$ cat src/rtl/serial_frame_pkg.sv
// Shared types and helpers for the serial frame sender.
package serial_frame_pkg;

  typedef enum logic [1:0] {
    IDLE  = 2'd0,
    START = 2'd1,
    DATA  = 2'd2,
    GAP   = 2'd3
  } state_t;

  // Clock cycles occupied by one complete frame on the serial line.
  function automatic int unsigned frame_cycles(input int unsigned data_width,
                                               input int unsigned gap_bits,
                                               input int unsigned clk_div);
    return (1 + data_width + gap_bits) * clk_div;
  endfunction

endpackage

$ cat src/rtl/serial_frame_sender_fifo.sv
// Show-ahead FIFO with extra-MSB pointers so full and empty are unambiguous.
module sender_fifo
  import serial_frame_pkg::*;
#(
  parameter int unsigned WIDTH = 40,
  parameter int unsigned DEPTH = 4
) (
  input  logic                     clk,
  input  logic                     rst_n,
  input  logic                     push,
  input  logic [WIDTH-1:0]         wdata,
  input  logic                     pop,
  output logic [WIDTH-1:0]         rdata,
  output logic [$clog2(DEPTH):0]   level,
  output logic                     full,
  output logic                     empty
);

  localparam int unsigned AW = $clog2(DEPTH);

  logic [WIDTH-1:0] mem [DEPTH];
  logic [AW:0]      wptr;
  logic [AW:0]      rptr;

  assign full  = (wptr[AW] != rptr[AW]) && (wptr[AW-1:0] == rptr[AW-1:0]);
  assign empty = (wptr == rptr);
  assign level = wptr - rptr;
  assign rdata = mem[rptr[AW-1:0]];

  always_ff @(posedge clk or negedge rst_n) begin
    if (!rst_n) begin
      wptr <= '0;
      rptr <= '0;
    end else begin
      if (push && !full)
        wptr <= wptr + (AW+1)'(1);
      if (pop && !empty)
        rptr <= rptr + (AW+1)'(1);
    end
  end

  // Storage needs no reset: pointer reset alone discards the contents.
  always_ff @(posedge clk) begin
    if (push && !full)
      mem[wptr[AW-1:0]] <= wdata;
  end

endmodule

$ cat src/rtl/serial_frame_sender.sv
// Serial frame sender: buffers parallel words and shifts each out as one start
// bit, DATA_WIDTH data bits and GAP_BITS idle bits, one bit per CLK_DIV clocks.
module serial_frame_sender
  import serial_frame_pkg::*;
#(
  parameter int unsigned DATA_WIDTH = 40,
  parameter int unsigned FIFO_DEPTH = 4,
  parameter int unsigned CLK_DIV    = 100,
  parameter int unsigned GAP_BITS   = 1,
  parameter bit          IDLE_LEVEL = 1'b0
) (
  input  logic                          clk,
  input  logic                          rst_n,
  input  logic [DATA_WIDTH-1:0]         in_data,
  input  logic                          in_valid,
  output logic                          in_ready,
  input  logic                          msb_first,
  output logic                          sout,
  output logic                          busy,
  output logic [$clog2(FIFO_DEPTH):0]   level
);

  localparam int unsigned DIV_W    = (CLK_DIV > 1) ? $clog2(CLK_DIV) : 1;
  localparam int unsigned CNT_W    = (DATA_WIDTH > 1) ? $clog2(DATA_WIDTH) : 1;
  localparam int unsigned GAP_W    = (GAP_BITS > 1) ? $clog2(GAP_BITS) : 1;
  localparam int unsigned GAP_LAST = (GAP_BITS > 0) ? GAP_BITS - 1 : 0;

  state_t                  state;
  logic [DIV_W-1:0]        div_cnt;
  logic                    tick;
  logic [DATA_WIDTH-1:0]   shreg;
  logic [DATA_WIDTH-1:0]   shnext;
  logic                    msb_q;
  logic [CNT_W-1:0]        bitcnt;
  logic [GAP_W-1:0]        gapcnt;
  logic                    sout_q;
  logic                    first_bit;
  logic                    next_bit;
  logic                    last_bit;
  logic                    last_gap;
  logic                    push;
  logic                    pop;
  logic [DATA_WIDTH-1:0]   fifo_rdata;
  logic                    fifo_full;
  logic                    fifo_empty;

  sender_fifo #(
    .WIDTH (DATA_WIDTH),
    .DEPTH (FIFO_DEPTH)
  ) u_fifo (
    .clk   (clk),
    .rst_n (rst_n),
    .push  (push),
    .wdata (in_data),
    .pop   (pop),
    .rdata (fifo_rdata),
    .level (level),
    .full  (fifo_full),
    .empty (fifo_empty)
  );

  assign in_ready = ~fifo_full;
  assign push     = in_valid & in_ready;
  assign sout     = sout_q;
  assign busy     = (state != IDLE);

  // Free-running bit divider; tick marks the last clock of every bit period.
  assign tick = (div_cnt == DIV_W'(CLK_DIV - 1));

  always_ff @(posedge clk or negedge rst_n) begin
    if (!rst_n)
      div_cnt <= '0;
    else if (tick)
      div_cnt <= '0;
    else
      div_cnt <= div_cnt + DIV_W'(1);
  end

  assign last_bit = (bitcnt == CNT_W'(DATA_WIDTH - 1));
  assign last_gap = (gapcnt == GAP_W'(GAP_LAST));

  always_comb begin
    shnext    = msb_q ? (shreg << 1) : (shreg >> 1);
    first_bit = msb_q ? shreg[DATA_WIDTH-1] : shreg[0];
    next_bit  = msb_q ? shnext[DATA_WIDTH-1] : shnext[0];
  end

  // A pop on the tick that ends the gap (or the data, with no gap) folds the
  // IDLE visit into that tick, so queued frames follow with no extra idle bit.
  always_comb begin
    pop = 1'b0;
    if (tick && !fifo_empty) begin
      case (state)
        IDLE:    pop = 1'b1;
        DATA:    pop = last_bit && (GAP_BITS == 0);
        GAP:     pop = last_gap;
        default: pop = 1'b0;
      endcase
    end
  end

  always_ff @(posedge clk or negedge rst_n) begin
    if (!rst_n) begin
      state  <= IDLE;
      shreg  <= '0;
      msb_q  <= 1'b0;
      bitcnt <= '0;
      gapcnt <= '0;
      sout_q <= IDLE_LEVEL;
    end else if (pop) begin
      shreg  <= fifo_rdata;
      msb_q  <= msb_first;
      sout_q <= ~IDLE_LEVEL;
      state  <= START;
    end else if (tick) begin
      case (state)
        IDLE: ;
        START: begin
          sout_q <= first_bit;
          bitcnt <= '0;
          state  <= DATA;
        end
        DATA: begin
          if (last_bit) begin
            sout_q <= IDLE_LEVEL;
            gapcnt <= '0;
            state  <= (GAP_BITS == 0) ? IDLE : GAP;
          end else begin
            shreg  <= shnext;
            sout_q <= next_bit;
            bitcnt <= bitcnt + CNT_W'(1);
          end
        end
        GAP: begin
          if (last_gap)
            state <= IDLE;
          else
            gapcnt <= gapcnt + GAP_W'(1);
        end
        default: state <= IDLE;
      endcase
    end
  end

endmodule

$ cat config.mk
export PLATFORM = sky130hd
export DESIGN_NAME = serial_frame_sender
export DESIGN_NICKNAME = d
export VERILOG_FILES = /design/src/rtl/serial_frame_pkg.sv /design/src/rtl/serial_frame_sender_fifo.sv /design/src/rtl/serial_frame_sender.sv
export SDC_FILE = /design/constraint.sdc
export NUM_CORES = 1
export LEC_CHECK = 0
export ABC_AREA = 1
export CAP_MARGIN = 40
export CORE_MARGIN = 1.5
export CORE_UTILIZATION = 52
export CTS_BUF_LIST = sky130_fd_sc_hd__clkbuf_4 sky130_fd_sc_hd__clkbuf_8
export CTS_CLUSTER_SIZE = 12
export DETAILED_ROUTE_END_ITERATION = 6
export PLACE_DENSITY_LB_ADDON = 0.08
export SKIP_LAST_GASP = 1
export SYNTH_ARGS = -nofsm -noshare
export SYNTH_HDL_FRONTEND = slang
export SYNTH_SLANG_ARGS = --single-unit
$ cat constraint.sdc
create_clock -name clk -period 9.2 [get_ports clk]
set_input_delay 2.76 -clock clk [delete_from_list [all_inputs] [get_ports clk]]
set_output_delay 2.76 -clock clk [all_outputs]
set_load 0.005 [all_outputs]
## Word level (Yosys, flattened, before mapping)

Memory sizes are Yosys's and may differ from the RTL's.
Cells that the tools add are included.
W data, S select, Z words.

- Register bits after elaboration: 64
- Latch bits: 0
- Memory bits (writable): 160
- Memory bits (read-only): 0
- Input bits: 44
- Output and inout port bits: 6
- Word-level logic and storage cells: 78
- Memories kept: 1

- $add $sub $neg: 6
- Multipliers: 0
- Divide/modulo/power cells: 0
- $lt $le $gt $ge: 0
- Eq/ne operators: 13
- Shifts and indexed selects: 0
- Muxes and demuxes: 26
- Bitwise gates (word level): 4
- Reductions and logical operators: 19

Memory list:

| name | words | bits a word | rd ports | clocked after Yosys merged registers in | wr ports | line | text |
|---|---|---|---|---|---|---|---|
| u_fifo.mem | 4 | 40 | 1 | 0 | 1 | serial_frame_sender_fifo.sv:21 | `logic [WIDTH-1:0] mem [DEPTH];` |

Operators with widths:

| kind | number |
|---|---|
| $mux W40 | 5 |
| $pmux W6 S2 | 1 |
| $reduce_and A4 Y1 | 3 |
| $mux W1 | 10 |
| $reduce_bool A2 Y1 | 5 |
| $mux W2 | 4 |
| $add A7 B1 Y7 const B | 1 |
| $eq A7 B7 Y1 const B | 1 |
| $mux W7 | 1 |
| $add A3 B1 Y3 const B | 2 |
| $add A6 B1 Y6 const B | 1 |
| $eq A6 B6 Y1 const B | 1 |
| $mux W6 | 1 |
| $ne A3 B2 Y1 const B | 2 |
| $pmux W1 S2 | 3 |
| $pmux W2 S3 | 1 |
| $eq A2 B2 Y1 const B | 2 |
| $logic_and A1 B1 Y1 | 4 |
| $ne A2 B2 Y1 const B | 2 |
| $reduce_bool A4 Y1 | 1 |
| $eq A3 B3 Y1 | 1 |
| $not A1 Y1 | 3 |
| $reduce_and A3 Y1 | 1 |
| $reduce_bool A3 Y1 | 1 |
| other kinds (10) | 11 |

## Longest topological paths before layout

Gate-level depths: netlist (run 1).

- Depth in word-level cells: 7
- Depth in mapped cells: 13
- Depth with buffers taken out: 10

## Modules after synthesis

A second synthesis (run 1) with hierarchy kept.

- Cell total of the unflattened synthesis: 997
- Area total of the unflattened synthesis: 10057.1 µm²

Modules (own cells, without submodules):

| module | instances | cells an instance | area an instance (µm²) |
|---|---|---|---|
| sender_fifo | 1 | 450 | 6476.2 |
| serial_frame_sender | 1 | 547 | 3580.9 |

## Least setup slack after synthesis (run 1)

Ideal clock, no wire load.

- Kind: input port to flip-flop
- Start point: in in_valid
- End point: mem u_fifo.mem[3][0] (enable)
- Setup time: 0.440 ns
- Arrival time: 4.658 ns
- Slack: 4.102 ns
- Stages on the path: 2
- Path through: nand2_1 -> nor2_1

- Word-level cells in the longest chain between the ends: 4

RTL lines:

| item | line | text |
|---|---|---|
| from (decl) | serial_frame_sender.sv:15 | `input logic in_valid,` |
| $and A1 B1 Y1 | serial_frame_sender.sv:63 | `assign push = in_valid & in_ready;` |
| $logic_and A1 B1 Y1 | serial_frame_sender_fifo.sv:44 | `if (push && !full)` |
| $mux W1 | serial_frame_sender_fifo.sv:44 |  |
| $mux W1 (not written as such) | serial_frame_sender_fifo.sv:45 | `mem[wptr[AW-1:0]] <= wdata;` |
| to (decl) | serial_frame_sender_fifo.sv:21 |  |

Every way passes these cells.

## Final worst setup path (run 1)

- Start point: reg u_fifo.rptr[1]
- End point: out in_ready

- Word-level cells in the longest chain between the ends: 3

RTL lines:

| item | line | text |
|---|---|---|
| from (decl) | serial_frame_sender_fifo.sv:23 | `logic [AW:0] rptr;` |
| from (signal assigned) | serial_frame_sender_fifo.sv:38 | `rptr <= rptr + (AW+1)'(1);` |
| $eq A2 B2 Y1 | serial_frame_sender_fifo.sv:25 | `assign full = (wptr[AW] != rptr[AW]) && (wptr[AW-1:0] == rptr[AW-1:0]);` |
| $logic_and A1 B1 Y1 | serial_frame_sender_fifo.sv:25 |  |
| $not A1 Y1 | serial_frame_sender.sv:62 | `assign in_ready = ~fifo_full;` |
| to (decl) | serial_frame_sender.sv:16 | `output logic in_ready,` |

Every way passes these cells.

==> results.json, run 1 <==
{
  "grt_overflow": 0,
  "rsz0062_at_grt": "false",
  "area_delta_synth_final_pct": 14.3,
  "track_usage": 0.219,
  "clk_latency_ns": 0.54,
  "hold_buffers": 0,
  "worst_pin_slew_ns": 0.828,
  "die_w_um": 141,
  "slew_headroom": 0.446,
  "ios": 50,
  "syn-cell-area_sq_um": 9830,
  "vias": 6696,
  "clkSinkCount": 223,
  "cts_tree": "done",
  "power_density_nw_per_um2": 213,
  "fin_setup_tns_ns": 0,
  "drtIter0Drc": 413,
  "root_buffer": "clkbuf_8",
  "drc": 0,
  "diodes": 0,
  "dieArea_sq_um": 19700,
  "initial_core_util": 0.527,
  "drt_wl_total_um": 20400,
  "cp_data_arrival_time_ns": 2.99,
  "critPathRequiredTime_ns": 6.44,
  "ir_drop_uv": 115,
  "cts.path.max_buffers": 3,
  "yosysWarningCount": 0,
  "hp-class": "flip-flop to flip-flop",
  "grt_start_max_net_pins": 65,
  "viasPerCell": 5.19,
  "status": "finished, final reports clean",
  "antenna_found_initial": 0,
  "synth_nets": 1033,
  "post_cts_buffers": 0,
  "die_h_um": 141,
  "hpwlAfterDp_um": 12100,
  "cts_buffers": 39,
  "ant_nets": 0,
  "final_net_count": 1085,
  "gp_congestion": 0.768,
  "p_leak_uw": 0.00464,
  "end_kind": "output port",
  "synth-seq-cells": 223,
  "fin_hold_ws_ns": 0.469,
  "maxSlewViolCount": 0,
  "synth_top_flop_cell": "edfxtp_1",
  "synth_top_cell_by_area": "edfxtp_1",
  "async_reset_ff_frac": 0.283,
  "maxCapViolations": 0,
  "io_buffers": 49,
  "finalCriticalPeriod_ns": 5.75,
  "synthCells": 975,
  "cp-start-kind": "flip-flop",
  "final_core_util": 0.603,
  "yosys.area.top_type_share": 0.489,
  "syn_area_per_cell_sq_um": 10.1,
  "total_power_uw": 2400,
  "final_hold_viol_count": 0,
  "synth_edf_count": 160,
  "drive_gt1_frac": 0.0908,
  "ys_types": 33,
  "drtPass1Iterations": 5,
  "cts.clk_slew.worst_paths_ns": 0.06,
  "synthTopCellsByArea": "edfxtp_1, dfrtp_1, nand2_1",
  "grt_pass1_vias": 6513,
  "htreeDepth": 2,
  "critPathKind": "flip-flop to output port",
  "layout_common_cells": "nand2_1, edfxtp_1, nand3_1",
  "wl_per_cell_um": 15.8,
  "final_common_cell": "nand2_1",
  "clock_skew_ns": 0.0246,
  "num_rows": 50,
  "cts-resized-gates": 0,
  "yosysSeqAreaShare": 0.649,
  "critPathMaxFanout": 24,
  "coreArea_sq_um": 18600,
  "min_period_over_period": 0.626,
  "grt_pass1_wl_um": 33900,
  "max_freq_mhz": 174,
  "setup_viol": 0
}
-- worst paths after layout --
check | to | start | depth (start not counted) | slack (ns)
setup reg to reg | shreg[10]$_DFFE_PN0P_ | u_fifo.rptr[1]$_DFFE_PN0P_ | 11 | 5.58
setup / recovery | in_ready | u_fifo.rptr[1]$_DFFE_PN0P_ | 7 | 3.45
max in group asynchronous | shreg[17]$_DFFE_PN0P_ | rst_n | 3 | 6.56
min in group asynchronous | div_cnt[4]$_DFF_PN0_ | rst_n | 2 | 2.13
hold reg to reg | sout$_DFFE_PN0P_ | sout$_DFFE_PN0P_ | 2 | 0.47
hold / removal | sout$_DFFE_PN0P_ | sout$_DFFE_PN0P_ | 2 | 0.47
-- logic make-up after synthesis --
group                    Yosys count  synth area share
AO/OA/AOI/OAI                    111            0.0592
XOR/XNOR                           5           0.00445
adder cells (fa/ha/maj)           14            0.0186
buffers and inverters            111            0.0519
flip-flops                       223             0.649
AND/OR/NAND/NOR                  511             0.217
-- power breakdown --
| group | internal [uW] | switching [uW] |
|---|---|---|
| Combinational | 77.1 | 172 |
| Clock | 481 | 392 |
| Sequential | 1240 | 30.7 |
-- layer usage --
metal  wire [um]  GRT usage  vias up  part of all wire
met5           0          0        -                 0
met4         542     0.0844        0             0.027
met3         758     0.0352       48             0.037
met2        9530      0.349      136              0.47
met1        9590      0.304     3127              0.47
li1            -          -     3385                 -
-- area by class of cell --
type	count	area, sq um
multi-input cells	641	2970
clock buffers	56	683
well taps	234	293
clock inverters	15	76.3
fillers	1576	7410
inverters	60	228
flip-flops and latches	223	6380
repair buffers	62	603
-- metrics by stage --
stage	worst slack, ns	instances	cell area (sq um)
global route	3.22	1291	11200
finish	3.45	1291	11200
detailed placement	3.98	1220	10500
CTS	3.39	1291	11200
floorplan	4.10	975	9830
global placement	3.99	1219	10400
-- critical path, stage by stage, from the launching register on --
cell             delay (ns)
dfrtp_1                0.88
buf_4                  0.43
clkinv_1               0.16
ha_1                   0.31
nand2_1                0.06
inv_1                  0.05
nand2_1                0.07
clkdlybuf4s50_1        0.50
-- cells in the mapped netlist, drive strengths merged (2+ instances only) --
cell type / count
o22ai: 8
a21oi: 4
nand2: 339
o21ai: 95
dfrtp: 63
inv: 59
clkbuf: 25
nor2: 36
nand3: 128
ha: 13
nand4: 3
nand3b: 2
buf: 26
nor3: 3
edfxtp: 160
xor2: 5
o211ai: 2
-- registers in the layout, summed over array words and instances, names as in the netlist --
signal / count
bitcnt: 6
div_cnt: 7
msb_q: 1
shreg: 40
sout: 1
state: 2
u_fifo.mem: 160
u_fifo.rptr: 3
u_fifo.wptr: 3
Note: power is estimated with default switching activity, not from simulation.
==> run 2: changes to the inputs <==
==> constraint.sdc (replaced) <==
create_clock -name clk -period 6 [get_ports clk]
set_input_delay 1.8 -clock clk [delete_from_list [all_inputs] [get_ports clk]]
set_output_delay 1.8 -clock clk [all_outputs]
set_load 0.005 [all_outputs]
==> results.json, run 2 (synthesis gave the netlist of run 1 again) <==
{
  "post-place-ws_ns": 1.79,
  "diodes": 0,
  "maxSlewViolCount": 0,
  "root_buffer": "clkbuf_8",
  "p_leak_uw": 0.00466,
  "cp_data_arrival_time_ns": 2.90,
  "maxCapViolations": 0,
  "initial_core_util": 0.527,
  "power_frac_comb": 0.105,
  "grt_pass1_wl_um": 34800,
  "p_int_uw": 2890,
  "drive_gt1_frac": 0.0891,
  "critPathSlowestCell": "dfrtp_1",
  "area_delta_synth_final_pct": 14.8,
  "cts.path.max_buffers": 3,
  "cts.clk_slew.worst_paths_ns": 0.06,
  "clk_latency_ns": 0.53,
  "post_cts_buffers": 0,
  "critPathKind": "flip-flop to output port",
  "largest_reg_flops": 160,
  "clkSinkCount": 223,
  "ios": 50,
  "cts_buffers": 40,
  "power.switching_uw": 923,
  "fin_hold_ws_ns": 0.454,
  "rsz0062_at_grt": "false",
  "seq_power_share": 0.512,
  "die_h_um": 141,
  "instances_no_fill": 1289,
  "clock_power_share": 0.383,
  "hp-class": "flip-flop to flip-flop",
  "final_area_sq_um": 11300,
  "drc": 0,
  "track_usage": 0.224,
  "grt_pass1_vias": 6554,
  "crit_top_cell": "nand2_1",
  "clock_skew_ns": 0.0168,
  "antenna_found_initial": 0,
  "io_buffers": 49,
  "cts_tree": "done",
  "hold_depth": 1,
  "cts-resized-gates": 0,
  "layout_common_cells": "nand2_1, edfxtp_1, nand3_1",
  "worst_pin_slew_ns": 0.879,
  "setup_viol": 0,
  "finalCriticalPeriod_ns": 4.70,
  "final_hold_viol_count": 0,
  "grt_start_max_net_pins": 82,
  "end_kind": "output port",
  "critPathMaxFanout": 42,
  "cpPeakStageDelay_ns": 0.85,
  "wl_per_cell_um": 16.4,
  "p_sw_frac": 0.242,
  "dp_cells": 1220,
  "die_w_um": 141,
  "final_common_cell": "nand2_1",
  "dieArea_sq_um": 19700,
  "drtPass1Iterations": 5,
  "slew_headroom": 0.414,
  "critPathRequiredTime_ns": 4.20,
  "coreArea_sq_um": 18600,
  "hpwlAfterDp_um": 12400,
  "status": "finished, final reports clean",
  "final_net_count": 1086,
  "fin_setup_tns_ns": 0,
  "hold_buffers": 0,
  "power_density_nw_per_um2": 338,
  "min_period_over_period": 0.784,
  "vias": 6761,
  "max_freq_mhz": 213,
  "htreeDepth": 2,
  "drt_wl_total_um": 21100,
  "cp-start-kind": "flip-flop",
  "ant_nets": 0,
  "crit_path_cell_trace": "clkinv_1 -> buf_4 -> ha_1 -> nand2_1 -> inv_1 -> nand2_1 -> clkdlybuf4s50_1",
  "ff2ff_path_depth": 12,
  "drtIter0Drc": 435,
  "layout_setup_ws_ns": 1.30,
  "grt_overflow": 0,
  "placed_cell_area_sq_um": 10500,
  "viasPerCell": 5.25,
  "gp_congestion": 0.791,
  "ir_drop_uv": 206,
  "num_rows": 50,
  "fillers": 1628
}
## run 2: changes by cell type in the layout (fill, tap and decap cells not counted), sizes merged
cell      delta
inv          -1
clkinvlp     -2
bufinv       +3
clkbuf       +1
clkinv       -3
## run 2: final cells by class
type | instances | area, sq um | share of cell area
Tap cell | 234 | 293 | 0.0259
Clock inverter | 12 | 128 | 0.0113
Timing Repair Buffer | 62 | 596 | 0.0528
Inverter | 60 | 228 | 0.0202
Clock buffer | 57 | 691 | 0.0612
Sequential cell | 223 | 6380 | 0.565
Multi-Input combinational cell | 641 | 2970 | 0.263
## run 2: through the flow
step           total power, uW   util
2_1_floorplan             2180      -
5_1_grt                   3980  0.605
3_5_place_dp              2390  0.562
3_3_place_gp              2380  0.560
6_report                  3820  0.605
4_1_cts                   3850  0.605
## run 2: critical path, delay by kind of cell, from the launching register on
family / cells / cell delay, ns
adders and majority gates: 1 / 0.36
and+or+nand+nor: 2 / 0.14
buffers and inverters: 4 / 1.03
DFF: 1 / 0.85
## run 2: worst paths after layout
kind / slack [ns] / to / from
max in group asynchronous: 3.78 / shreg[30]$_DFFE_PN0P_ / rst_n
hold reg to reg: 0.45 / div_cnt[0]$_DFF_PN0_ / div_cnt[0]$_DFF_PN0_
setup / recovery: 1.30 / in_ready / u_fifo.rptr[1]$_DFFE_PN0P_
setup reg to reg: 2.07 / shreg[25]$_DFFE_PN0P_ / u_fifo.rptr[1]$_DFFE_PN0P_
min in group asynchronous: 1.25 / div_cnt[3]$_DFF_PN0_ / rst_n
hold / removal: 0.45 / div_cnt[0]$_DFF_PN0_ / div_cnt[0]$_DFF_PN0_
## run 2: metal layers
metal / track usage / part of all wire / vias up
met5: 0 / 0 / -
met4: 0.0702 / 0.021 / 0
met3: 0.0386 / 0.052 / 39
met2: 0.350 / 0.46 / 141
met1: 0.322 / 0.47 / 3188
li1: - / - / 3393
## run 2: power groups by stage
stage	sequential (uW)	clock, uW	combinational [uW]
global placement	1980	0	400
floorplan	1980	0	200
detailed placement	1980	0	407
CTS	1950	1490	409
finish	1950	1460	401
global route	1970	1560	448
